==> config.mk <==
export PLATFORM = sky130hd
export DESIGN_NAME = uart_rx_frame
export DESIGN_NICKNAME = d
export VERILOG_FILES = /design/src/rtl/uart_rx_frame.sv
export SDC_FILE = /design/constraint.sdc
export NUM_CORES = 1
export LEC_CHECK = 0
export ABC_AREA = 1
export CORE_ASPECT_RATIO = 0.9
export CORE_UTILIZATION = 55
export CTS_BUF_LIST = sky130_fd_sc_hd__clkbuf_8
export CTS_CLUSTER_DIAMETER = 30
export DETAILED_ROUTE_END_ITERATION = 12
export GPL_ROUTABILITY_DRIVEN = 0
export PLACE_DENSITY_LB_ADDON = 0.25
export SYNTH_ARGS = -nofsm -noshare
export SYNTH_HDL_FRONTEND = slang
export SYNTH_SLANG_ARGS = --single-unit
==> constraint.sdc <==
create_clock -name clk -period 2.55 [get_ports clk]
set_input_delay 0.3825 -clock clk [delete_from_list [all_inputs] [get_ports clk]]
set_output_delay 0.3825 -clock clk [all_outputs]
set_load 0.1 [all_outputs]
==> src/rtl/uart_rx_frame.sv <==
// UART frame receiver: start, DATA_WIDTH data bits LSB first, parity, stop; valid/ready output.
// Define UART_RX_MAJORITY_EN for 2-of-3 majority sampling around mid-bit.
module uart_rx_frame #(
    parameter int BR         = 434,
    parameter int DATA_WIDTH = 8,
    parameter bit PARITY_ODD = 1'b0
) (
    input  logic                  clk,
    input  logic                  rst,
    input  logic                  rx,
    output logic [DATA_WIDTH-1:0] rx_data,
    output logic                  rx_vld,
    input  logic                  rx_rdy,
    output logic                  par_err,
    output logic                  frm_err,
    output logic                  overrun,
    output logic                  busy
);

    typedef enum logic [2:0] {IDLE, START, DATA, PARITY, STOP, WAIT_IDLE} state_t;

    localparam int              BCW      = $clog2(DATA_WIDTH + 1);
    localparam logic [8:0]      BR_LAST  = 9'(BR - 1);
    localparam logic [BCW-1:0]  BIT_LAST = BCW'(DATA_WIDTH - 1);

    state_t                  state_reg, state_next;
    logic                    rx_meta_reg, rx_s_reg, rx_d_reg;
    logic [8:0]              br_cnt_reg;
    logic [BCW-1:0]          bit_cnt_reg;
    logic [DATA_WIDTH-1:0]   shift_reg;
    logic                    par_flag_reg;
    logic [DATA_WIDTH-1:0]   rx_data_reg;
    logic                    rx_vld_reg, par_err_reg, frm_err_reg, overrun_reg;
    logic                    fall, sample_pt, bit_val;
    logic                    br_clr, load, ovr;

`ifdef UART_RX_MAJORITY_EN
    localparam logic [8:0] SAMPLE_PT = 9'(BR / 2 + 1);
    logic [1:0] maj_reg;

    // Early samples at BR/2-1 and BR/2; the vote is taken with the live sample at BR/2+1.
    always_ff @(posedge clk) begin
        if (rst) begin
            maj_reg <= 2'b11;
        end else if (br_cnt_reg == 9'(BR / 2 - 1)) begin
            maj_reg[0] <= rx_s_reg;
        end else if (br_cnt_reg == 9'(BR / 2)) begin
            maj_reg[1] <= rx_s_reg;
        end
    end
    assign bit_val = (maj_reg[0] & maj_reg[1]) | (maj_reg[0] & rx_s_reg) | (maj_reg[1] & rx_s_reg);
`else
    localparam logic [8:0] SAMPLE_PT = 9'(BR / 2);
    assign bit_val = rx_s_reg;
`endif

    assign fall      = rx_d_reg & ~rx_s_reg;
    assign sample_pt = (br_cnt_reg == SAMPLE_PT);

    always_ff @(posedge clk) begin
        if (rst) begin
            rx_meta_reg <= 1'b1;
            rx_s_reg    <= 1'b1;
            rx_d_reg    <= 1'b1;
            state_reg   <= IDLE;
        end else begin
            rx_meta_reg <= rx;
            rx_s_reg    <= rx_meta_reg;
            rx_d_reg    <= rx_s_reg;
            state_reg   <= state_next;
        end
    end

    always_comb begin
        state_next = state_reg;
        br_clr     = 1'b0;
        load       = 1'b0;
        ovr        = 1'b0;
        case (state_reg)
            IDLE: begin
                if (fall) begin
                    state_next = START;
                    br_clr     = 1'b1;
                end
            end
            START:     if (sample_pt) state_next = bit_val ? IDLE : DATA;
            DATA:      if (sample_pt && bit_cnt_reg == BIT_LAST) state_next = PARITY;
            PARITY:    if (sample_pt) state_next = STOP;
            STOP: begin
                if (sample_pt) begin
                    // A same-cycle handshake frees the output register, so this is not an overrun.
                    load       = ~rx_vld_reg | rx_rdy;
                    ovr        = rx_vld_reg & ~rx_rdy;
                    state_next = bit_val ? IDLE : WAIT_IDLE;
                end
            end
            WAIT_IDLE: if (rx_s_reg) state_next = IDLE;
            default:   state_next = IDLE;
        endcase
    end

    // br_cnt is phased to the start edge and wraps every bit, so BR/2 stays mid-bit for every bit.
    always_ff @(posedge clk) begin
        if (rst) begin
            br_cnt_reg   <= '0;
            bit_cnt_reg  <= '0;
            shift_reg    <= '0;
            par_flag_reg <= 1'b0;
        end else begin
            if (br_clr || state_reg == IDLE || br_cnt_reg == BR_LAST) begin
                br_cnt_reg <= '0;
            end else begin
                br_cnt_reg <= br_cnt_reg + 9'd1;
            end

            if (state_reg == IDLE) begin
                bit_cnt_reg <= '0;
            end else if (state_reg == DATA && sample_pt) begin
                bit_cnt_reg <= (bit_cnt_reg == BIT_LAST) ? '0 : bit_cnt_reg + 1'b1;
                shift_reg   <= {bit_val, shift_reg} >> 1;
            end

            if (state_reg == PARITY && sample_pt) begin
                par_flag_reg <= ((^shift_reg) ^ PARITY_ODD) != bit_val;
            end
        end
    end

    always_ff @(posedge clk) begin
        if (rst) begin
            rx_data_reg <= '0;
            rx_vld_reg  <= 1'b0;
            par_err_reg <= 1'b0;
            frm_err_reg <= 1'b0;
            overrun_reg <= 1'b0;
        end else begin
            overrun_reg <= ovr;
            if (load) begin
                rx_data_reg <= shift_reg;
                par_err_reg <= par_flag_reg;
                frm_err_reg <= ~bit_val;
                rx_vld_reg  <= 1'b1;
            end else if (rx_vld_reg && rx_rdy) begin
                rx_vld_reg  <= 1'b0;
            end
        end
    end

    assign rx_data = rx_data_reg;
    assign rx_vld  = rx_vld_reg;
    assign par_err = par_err_reg;
    assign frm_err = frm_err_reg;
    assign overrun = overrun_reg;
    assign busy    = (state_reg != IDLE);

endmodule

Word-level counts from Yosys, hierarchy flattened
Index checks and enable logic that the tools add are counted.
Word-level totals
  latch bits: 0
  word-level logic and storage cells: 70
  output and inout port bits: 13
  memories: 0
  bits in read-only memories: 0
  register bits after elaboration: 40
  bits in writable memories: 0
Cells by class
  bitwise logic cells: 9
  muxes and demuxes: 16
  $lt $le $gt $ge: 0
  divide/modulo/power cells: 0
  reduce and logical (&&, ||, !) cells: 15
  add/sub/neg operators: 2
  shift operators: 0
  equal/unequal tests: 15
  multipliers: 0
Operators with widths (number)
  3-bit 2-to-1 mux: 7
  3-bit one-hot mux with 6 select lines: 1
  2-bit != test, second input constant: 6
  9-bit by 1-bit adder with 9-bit output, second input constant: 1
  9-bit by 8-bit == test with 1-bit output, second input constant: 1
  9-bit == test, second input constant: 1
  8-bit parity: 1
  3-bit by 2-bit == test with 1-bit output, second input constant: 2
  3-bit == test, second input constant: 2
  1-bit 2-to-1 mux: 6
  1-bit inverter: 6
  6-bit AND reduction: 1
  4-bit by 1-bit adder with 4-bit output, second input constant: 1
  4-bit by 3-bit == test with 1-bit output, second input constant: 1
  1-bit logical AND: 4
  4-bit 2-to-1 mux: 1
  2-bit OR reduction: 2
  3-bit by 1-bit == test with 1-bit output, second input constant: 1
  3-bit zero test: 1
  3-bit nonzero test: 1
  3-bit OR reduction: 1
  1-bit AND: 2
  1-bit logical OR: 2
  2-bit 2-to-1 mux: 1
  other kinds (4): 4

Depth between registers and ports, before layout
Gate-level depths: netlist of run 1.
  depth after elaboration: 7
  depth in mapped cells: 10
  gate-level depth less buffers: 10

Least setup slack after synthesis of run 1
Ideal clock, no wire load.
  path kind: reg2reg
  start point: register state_reg[2]
  end point: register br_cnt_reg[8]
  data arrival time: 1.822 ns
  cell stages (with the launch flop): 7
  required time: 2.484 ns
  library setup time: 0.066 ns
  path slack: 0.662 ns
  path through: dfxtp_1 -> nor2_1 -> nand2_1 -> nand2_2 -> o21bai_4 -> o21bai_1 -> a21oi_2
On the way
  longest elaborated chain between the ends: 5
Ends and longest elaborated chain
  start: declaration: RTL line 26  | state_t state_reg, state_next;
  start signal: assignment: RTL line 70  | state_reg <= state_next;
  3-bit zero test (*): RTL line 79, 110
  1-bit 2-to-1 mux: RTL line 79  | case (state_reg)
  1-bit logical OR (*) (2 in a row): RTL line 110  | if (br_clr || state_reg == IDLE || br_cnt_reg == BR_LAST) begin
  2-bit OR reduction (no source line) (*)
  end signal: assignment: RTL line 113  | br_cnt_reg <= br_cnt_reg + 9'd1;
  end: declaration: RTL line 28  | logic [8:0] br_cnt_reg;
Every way passes the cells marked *; elsewhere a longest branch is shown, timed or not.
A chain may end at the register's enable or synchronous reset.

Final worst setup path of run 1
  start point: register br_cnt_reg[0]
  end point: register rx_data_reg[5] (netlist: rx_data[5])
On the way
  longest elaborated chain between the ends: 3
Ends and longest elaborated chain
  9-bit by 8-bit == test with 1-bit output: RTL line 58  | assign sample_pt = (br_cnt_reg == SAMPLE_PT);
  1-bit 2-to-1 mux: RTL line 90  | if (sample_pt) begin
  1-bit 2-to-1 mux: RTL line 79
  end signal: assignment: RTL line 139  | rx_data_reg <= shift_reg;
  end: declaration: RTL line 32  | logic [DATA_WIDTH-1:0] rx_data_reg;
No other way between the ends.

==> flow_summary_export.csv, run 1 <==
group,metric,value,unit
detailed_routing,routed_via_density,5.10,
floorplanning,row_count,19,
logic_synthesis,synth_most_common_cell,"nand2_1",
pwr,ir_drop,0.527,mV
run,maxCapViolations,0,
cells_and_area,area_growth,14.9,%
worst_setup_path,crit_slowest_cell,"dfxtp_1",
run_status,outcome,"finished, final reports clean",
worst_setup_path,path_class,"reg -> reg",
detailed_routing,vias,1565,
cells_and_area,finalNonFillerCells,307,
cells_and_area,finalNetCount,272,
logic_synthesis,ys_ff_latch,40,
clocking,count_of_cells_resized_by_post_cts_repair,0,
placed_design,numPortBuffers,16,
grt,grt_pass1_wl,6020,µm
sta,grt_setup_unrepaired,"no",
sta,setup_tns,0,ps
logic_synthesis,synth_edf_count,0,
detailed_routing,routed_wirelength,3520,µm
detailed_routing,drt-pass1-iter-count,4,
worst_setup_path,cp-end-kind,"flip-flop",
logic_synthesis,synth_area_leader_cell,"dfxtp_1",
sta,skew,5.38,ps
logic_synthesis,synth_ff_type,"dfxtp_1",
floorplanning,design.die.area,3600,µm²
sta,timing.final.crit_share,66.4,%
pwr,cellPowerDensity,792,nW/µm²
sta,final.min_clock_period,1690,ps
worst_setup_path,cp_data_arrival_time,1880,ps
logic_synthesis,syn_area,1850,µm²
logic_synthesis,postSynthNetCount,253,
worst_setup_path,worst-endpoint-required,2740,ps
clocking,insertion_delay,290,ps
cells_and_area,final_core_utilization,67.7,%
worst_setup_path,r2r_cells,8,
sta,finalSetupViolCount,0,
worst_setup_path,worst_setup_path_start_kind,"flip-flop",
pwr,leakage,0.926,nW
clocking,cts_tree,"built",
grt,grt_start_max_net_pins,24,
detailed_routing,post-route-drc-count,0,
clocking,ctsLongestPathBuffers,2,
sta,hold-worst-slack,418,ps
detailed_routing,route.antenna.remaining_nets,0,
logic_synthesis,synth.avg_cell_area,7.51,µm²
floorplanning,coreArea,3140,µm²
clocking,holdBufCountCts,0,
cells_and_area,fillers,292,
logic_synthesis,synth_top_cells_by_count,"48 x nand2_1, 40 x dfxtp_1, 33 x nor2_1",
worst_setup_path,worst_r2r_start,"br_cnt_reg[0]",
floorplanning,die_w,63.1,µm
placed_design,post-place-cells,300,
detailed_routing,detailedRoute.firstIterationViolations,66,
clocking,root_buffer,"clkbuf_8",
logic_synthesis,count_of_warnings_emitted_by_yosys,0,
cells_and_area,antenna-diode-count,0,
floorplanning,io-pin-count,17,
worst_setup_path,cpLargestDelayFamily,"simple AND/OR/NAND/NOR gates",
logic_synthesis,async_reset_ff_share,0,%
logic_synthesis,synthTopCellsByArea,"dfxtp_1 43%, nand2_1 9.7%, nor2_1 6.7%",
logic_synthesis,postSynthCellCount,246,
worst_hold_path,min_delay_worst_endpoint,"bit_val",
cells_and_area,post_route_cells_drive_above_1_share,16.2,%
logic_synthesis,synth_cell_type_count,31,
logic_synthesis,synth_top_cell_area_share,43.3,%
worst_hold_path,timing.hold.worst.start,"rx_meta_reg",
worst_setup_path,critical_path.max_fanout,12,
placed_design,detailed_place_hpwl,2510,µm
clocking,postCtsSetupRepairBufs,0,
worst_setup_path,crit_path_max_incr_delay,380,ps
grt,gr-total-overflow,0,
worst_hold_path,worstHoldPathCells,1,
worst_hold_path,holdCritPathClass,"reg -> reg",
sta,final_max_slew_viols,0,
grt,number_of_antenna_violations_at_the_first_check_in_global_routing,0,
worst_setup_path,worst_r2r_endpoint,"rx_data[5]",
clocking,htreeDepth,2,
floorplanning,die_h,57.0,µm
sta,top_achievable_clock_speed,0.590,GHz
clocking,clk_pin_slew,80,ps
worst_setup_path,crit_buf_inv,0,
floorplanning,starting_utilization_of_the_core_area,58.9,%
worst_setup_path,crit_chain,"ha_1, nand2_2, nor2_4, nand2_4, nor2_4, nand2_2, o21ai_0, nor2_1",
detailed_routing,routed_wire_per_std_cell,11.4,µm
cells_and_area,max_ffs_per_register,9,
sta,tightestPinTransition,465,ps
grt,grt_pass1_vias,1387,
sta,hold_viol_final,0,
worst_setup_path,reg2reg_setup_slack,860,ps
sta,slew-limit-headroom,68.9,%
grt,grtUsageTotal,21.8,%
logic_synthesis,synth_sequential_area_ratio,43.3,%
clocking,total_clock_buffers_created_by_cts,5,
pwr,design_power_total,1.68,mW
clocking,cts.sink_count,40,
per-stage QoR:
stage	area [µm²]	worst slack, ps
after floorplan	1850	662
after global placement	1990	779
after detailed placement	1990	768
after CTS	2120	853
after global routing	2120	662
final	2120	856
power by group:
part	switching [mW]	internal (mW)	leakage, nW	total [mW]
clock network	0.215	0.385	0.0642	0.600
logic	0.279	0.110	0.538	0.389
registers	0.0360	0.657	0.324	0.693
total	0.530	1.15	0.926	1.68
kinds of logic (layout without fill, tap and decap cells):
group,after synthesis,in the layout,synth area share [%]
buf+inv,32,51,7.72
flops,40,40,43.3
compound gates,52,52,16.0
simple gates,118,118,30.5
xor+xnor,1,1,0.474
fa+ha+maj,3,3,2.03
how the worst max path moves through the flow:
stage | cells past startpoint | end | start
2_1_floorplan | 6 | br_cnt_reg[8] | state_reg[2]
3_3_place_gp | 6 | frm_err | rx_rdy
3_5_place_dp | 6 | rx_data[4] | rx_rdy
4_1_cts | 8 | rx_data[5] | br_cnt_reg[0]
5_1_grt | 8 | rx_data[7] | br_cnt_reg[0]
6_report | 8 | rx_data[5] | br_cnt_reg[0]
placed cells by master, fill, tap and decap left out:
cell,synthesis,final
nand2_1,48,48
nand2_2,5,5
a21oi_2,5,5
nor3b_1,3,3
nor2_8,1,1
xor2_1,1,1
o21bai_1,1,1
inv_1,25,25
nor3_1,6,6
ha_1,3,3
and3_1,1,1
nand3b_1,1,1
o21ai_1,1,1
or2_2,2,2
inv_2,2,2
o21bai_4,1,1
nor2_4,3,3
clkdlybuf4s50_1,0,3
buf_4,1,14
o21ai_0,20,20
nand2_4,1,1
clkbuf_8,0,5
nand3_1,9,9
nand3_2,1,1
nand4_1,3,3
bufinv_16,0,2
dfxtp_1,40,40
nor3_2,1,1
nor2_1,33,33
a21oi_1,24,24
area by class of cell:
cell class | instances | area [µm²] | share of cell area [%]
clock buffers | 5 | 68.8 | 3.24
clock inverters | 2 | 60.1 | 2.83
inverters | 27 | 101 | 4.77
multi-input cells | 174 | 905 | 42.6
flip-flops and latches | 40 | 801 | 37.7
well taps | 42 | 52.6 | 2.47
repair buffers | 17 | 135 | 6.36
metal layers:
layer,wire [µm],up-vias,GRT usage [%]
met5,0,-,0
met2,1590,22,34.1
li1,-,836,-
met1,1740,701,27.7
met3,115,6,5.60
met4,69,0,11.6
(Power assumes the default switching activity.)
==> run 2, diff against run 1 <==
- clock period: 2.55 -> 1.75 ns (I/O delays scaled with it)
==> run 2 against run 1 <==
Compared with the run above: routed wire length down 4.3%; sequential power up 46%; register-to-register slack worse by 650 ps; cell count up 1.3%; worst hold slack better by 7.5 ps; sequential share of layout area down 0.73 points; clock power down 7.7%; clock skew up 1.2 ps.
==> flow_summary_export.csv, run 2 (synthesis gave the netlist of run 1 again) <==
group,metric,value,unit
worst_hold_path,timing.hold.worst.start,"rx_meta_reg",
grt,grt_pass1_wl,5830,µm
clocking,htreeDepth,2,
pwr,cellPowerDensity,1010,nW/µm²
worst_setup_path,critical_path.max_fanout,15,
clocking,cts_tree,"built",
sta,tightestPinTransition,282,ps
worst_setup_path,crit_buf_inv,1,
pwr,leakage,0.942,nW
sta,final.min_clock_period,1540,ps
cells_and_area,post_route_cells_drive_above_1_share,17.8,%
clocking,insertion_delay,290,ps
sta,timing.final.crit_share,88.1,%
clocking,total_clock_buffers_created_by_cts,5,
pwr,ir_drop,0.590,mV
clocking,clk_pin_slew,70,ps
clocking,count_of_cells_resized_by_post_cts_repair,0,
worst_setup_path,r2r_cells,8,
grt,grtUsageTotal,21.2,%
sta,top_achievable_clock_speed,0.649,GHz
floorplanning,die_w,63.1,µm
clocking,postCtsSetupRepairBufs,0,
clocking,cts.sink_count,40,
cells_and_area,final_core_utilization,69.1,%
cells_and_area,max_ffs_per_register,9,
grt,grt_start_max_net_pins,24,
cells_and_area,area_growth,17.3,%
placed_design,numPortBuffers,16,
floorplanning,row_count,19,
worst_setup_path,path_class,"reg -> reg",
worst_setup_path,crit_slowest_cell,"dfxtp_1",
sta,final_max_slew_viols,0,
worst_setup_path,reg2reg_setup_slack,210,ps
cells_and_area,finalNetCount,276,
run_status,outcome,"finished, final reports clean",
worst_hold_path,min_delay_worst_endpoint,"bit_val",
detailed_routing,detailedRoute.firstIterationViolations,72,
sta,hold_viol_final,0,
clocking,root_buffer,"clkbuf_8",
detailed_routing,routed_wirelength,3360,µm
cells_and_area,antenna-diode-count,0,
cells_and_area,most_common_cell_after_layout_fill_and_taps_aside,"nand2_1",
sta,slew-limit-headroom,81.3,%
floorplanning,io-pin-count,17,
detailed_routing,route.antenna.remaining_nets,0,
floorplanning,coreArea,3140,µm²
grt,number_of_antenna_violations_at_the_first_check_in_global_routing,0,
detailed_routing,routed_via_density,4.97,
detailed_routing,vias,1545,
worst_setup_path,worst_r2r_start,"br_cnt_reg[0]",
placed_design,detailed_place_hpwl,2530,µm
clocking,ctsLongestPathBuffers,2,
cells_and_area,fillers,279,
clocking,holdBufCountCts,0,
cells_and_area,most-common-layout-cells,"47 x nand2_1, 39 x dfxtp_1, 33 x nor2_1, 26 x inv_1, 24 x a21oi_1",
grt,gr-total-overflow,0,
worst_setup_path,cp_data_arrival_time,1720,ps
detailed_routing,drt-pass1-iter-count,4,
grt,grt_pass1_vias,1338,
worst_setup_path,crit_path_max_incr_delay,370,ps
sta,grt_setup_unrepaired,"no",
worst_setup_path,cpLargestDelayFamily,"simple AND/OR/NAND/NOR gates",
detailed_routing,post-route-drc-count,0,
worst_setup_path,worst_r2r_endpoint,"bit_cnt_reg[3]",
worst_setup_path,worst_setup_path_start_kind,"flip-flop",
worst_hold_path,worstHoldPathCells,1,
floorplanning,die_h,57.0,µm
worst_setup_path,critical_path_stages,8,
sta,finalSetupViolCount,0,
worst_setup_path,crit_chain,"ha_1, nand2_2, nor2_4, nand2_4, nor2_8, inv_2, nor3b_1, nor2_1",
worst_setup_path,cp-end-kind,"flip-flop",
sta,skew,6.58,ps
worst_hold_path,holdCritPathClass,"reg -> reg",
floorplanning,starting_utilization_of_the_core_area,58.9,%
run,maxCapViolations,0,
sta,setup_tns,0,ps
detailed_routing,routed_wire_per_std_cell,10.8,µm
worst_setup_path,worst-endpoint-required,1930,ps
floorplanning,design.die.area,3600,µm²
run 2: worst max-delay path by stage:
stage                   from             end  slack (ps)
2_1_floorplan   state_reg[2]   br_cnt_reg[8]         180
3_3_place_gp   br_cnt_reg[0]  bit_cnt_reg[3]         260
3_5_place_dp   br_cnt_reg[0]  bit_cnt_reg[3]         210
4_1_cts        br_cnt_reg[0]  bit_cnt_reg[3]         200
5_1_grt        br_cnt_reg[0]      rx_data[0]          60
6_report       br_cnt_reg[0]  bit_cnt_reg[3]         210
run 2: routing by layer:
metal	GRT usage, %	vias up	routed length, µm
met5	0	-	0
met4	7.97	0	42
met3	7.20	4	116
met2	32.1	17	1430
met1	28.1	681	1780
li1	-	843	-
run 2: power by group:
part	switching [mW]	total [mW]	leakage, nW	internal [mW]
Clock	0.289	0.554	0.0452	0.265
Combinational	0.407	0.617	0.573	0.210
Sequential	0.0513	1.01	0.324	0.957
Total	0.748	2.18	0.942	1.43
run 2: per-stage QoR:
stage / total power, mW / setup WS [ps] / cell area (µm²) / std cells / hold slack (ps)
2_1_floorplan: 1.48 / 179 / 1850 / 246 / 318
3_3_place_gp: 1.64 / 256 / 2090 / 304 / 394
3_5_place_dp: 1.64 / 206 / 2090 / 304 / 415
4_1_cts: 2.21 / 195 / 2170 / 311 / 439
5_1_grt: 2.31 / 62.9 / 2170 / 311 / 443
6_report: 2.18 / 208 / 2170 / 311 / 425
run 2: area by class of cell:
class	count	area, µm²	area share, %
flip-flops and latches	40	802	37.0
multi-input cells	174	907	41.8
clock inverters	2	8.76	0.404
inverters	27	101	4.67
clock buffers	5	68.8	3.17
well taps	42	52.6	2.42
repair buffers	21	228	10.5
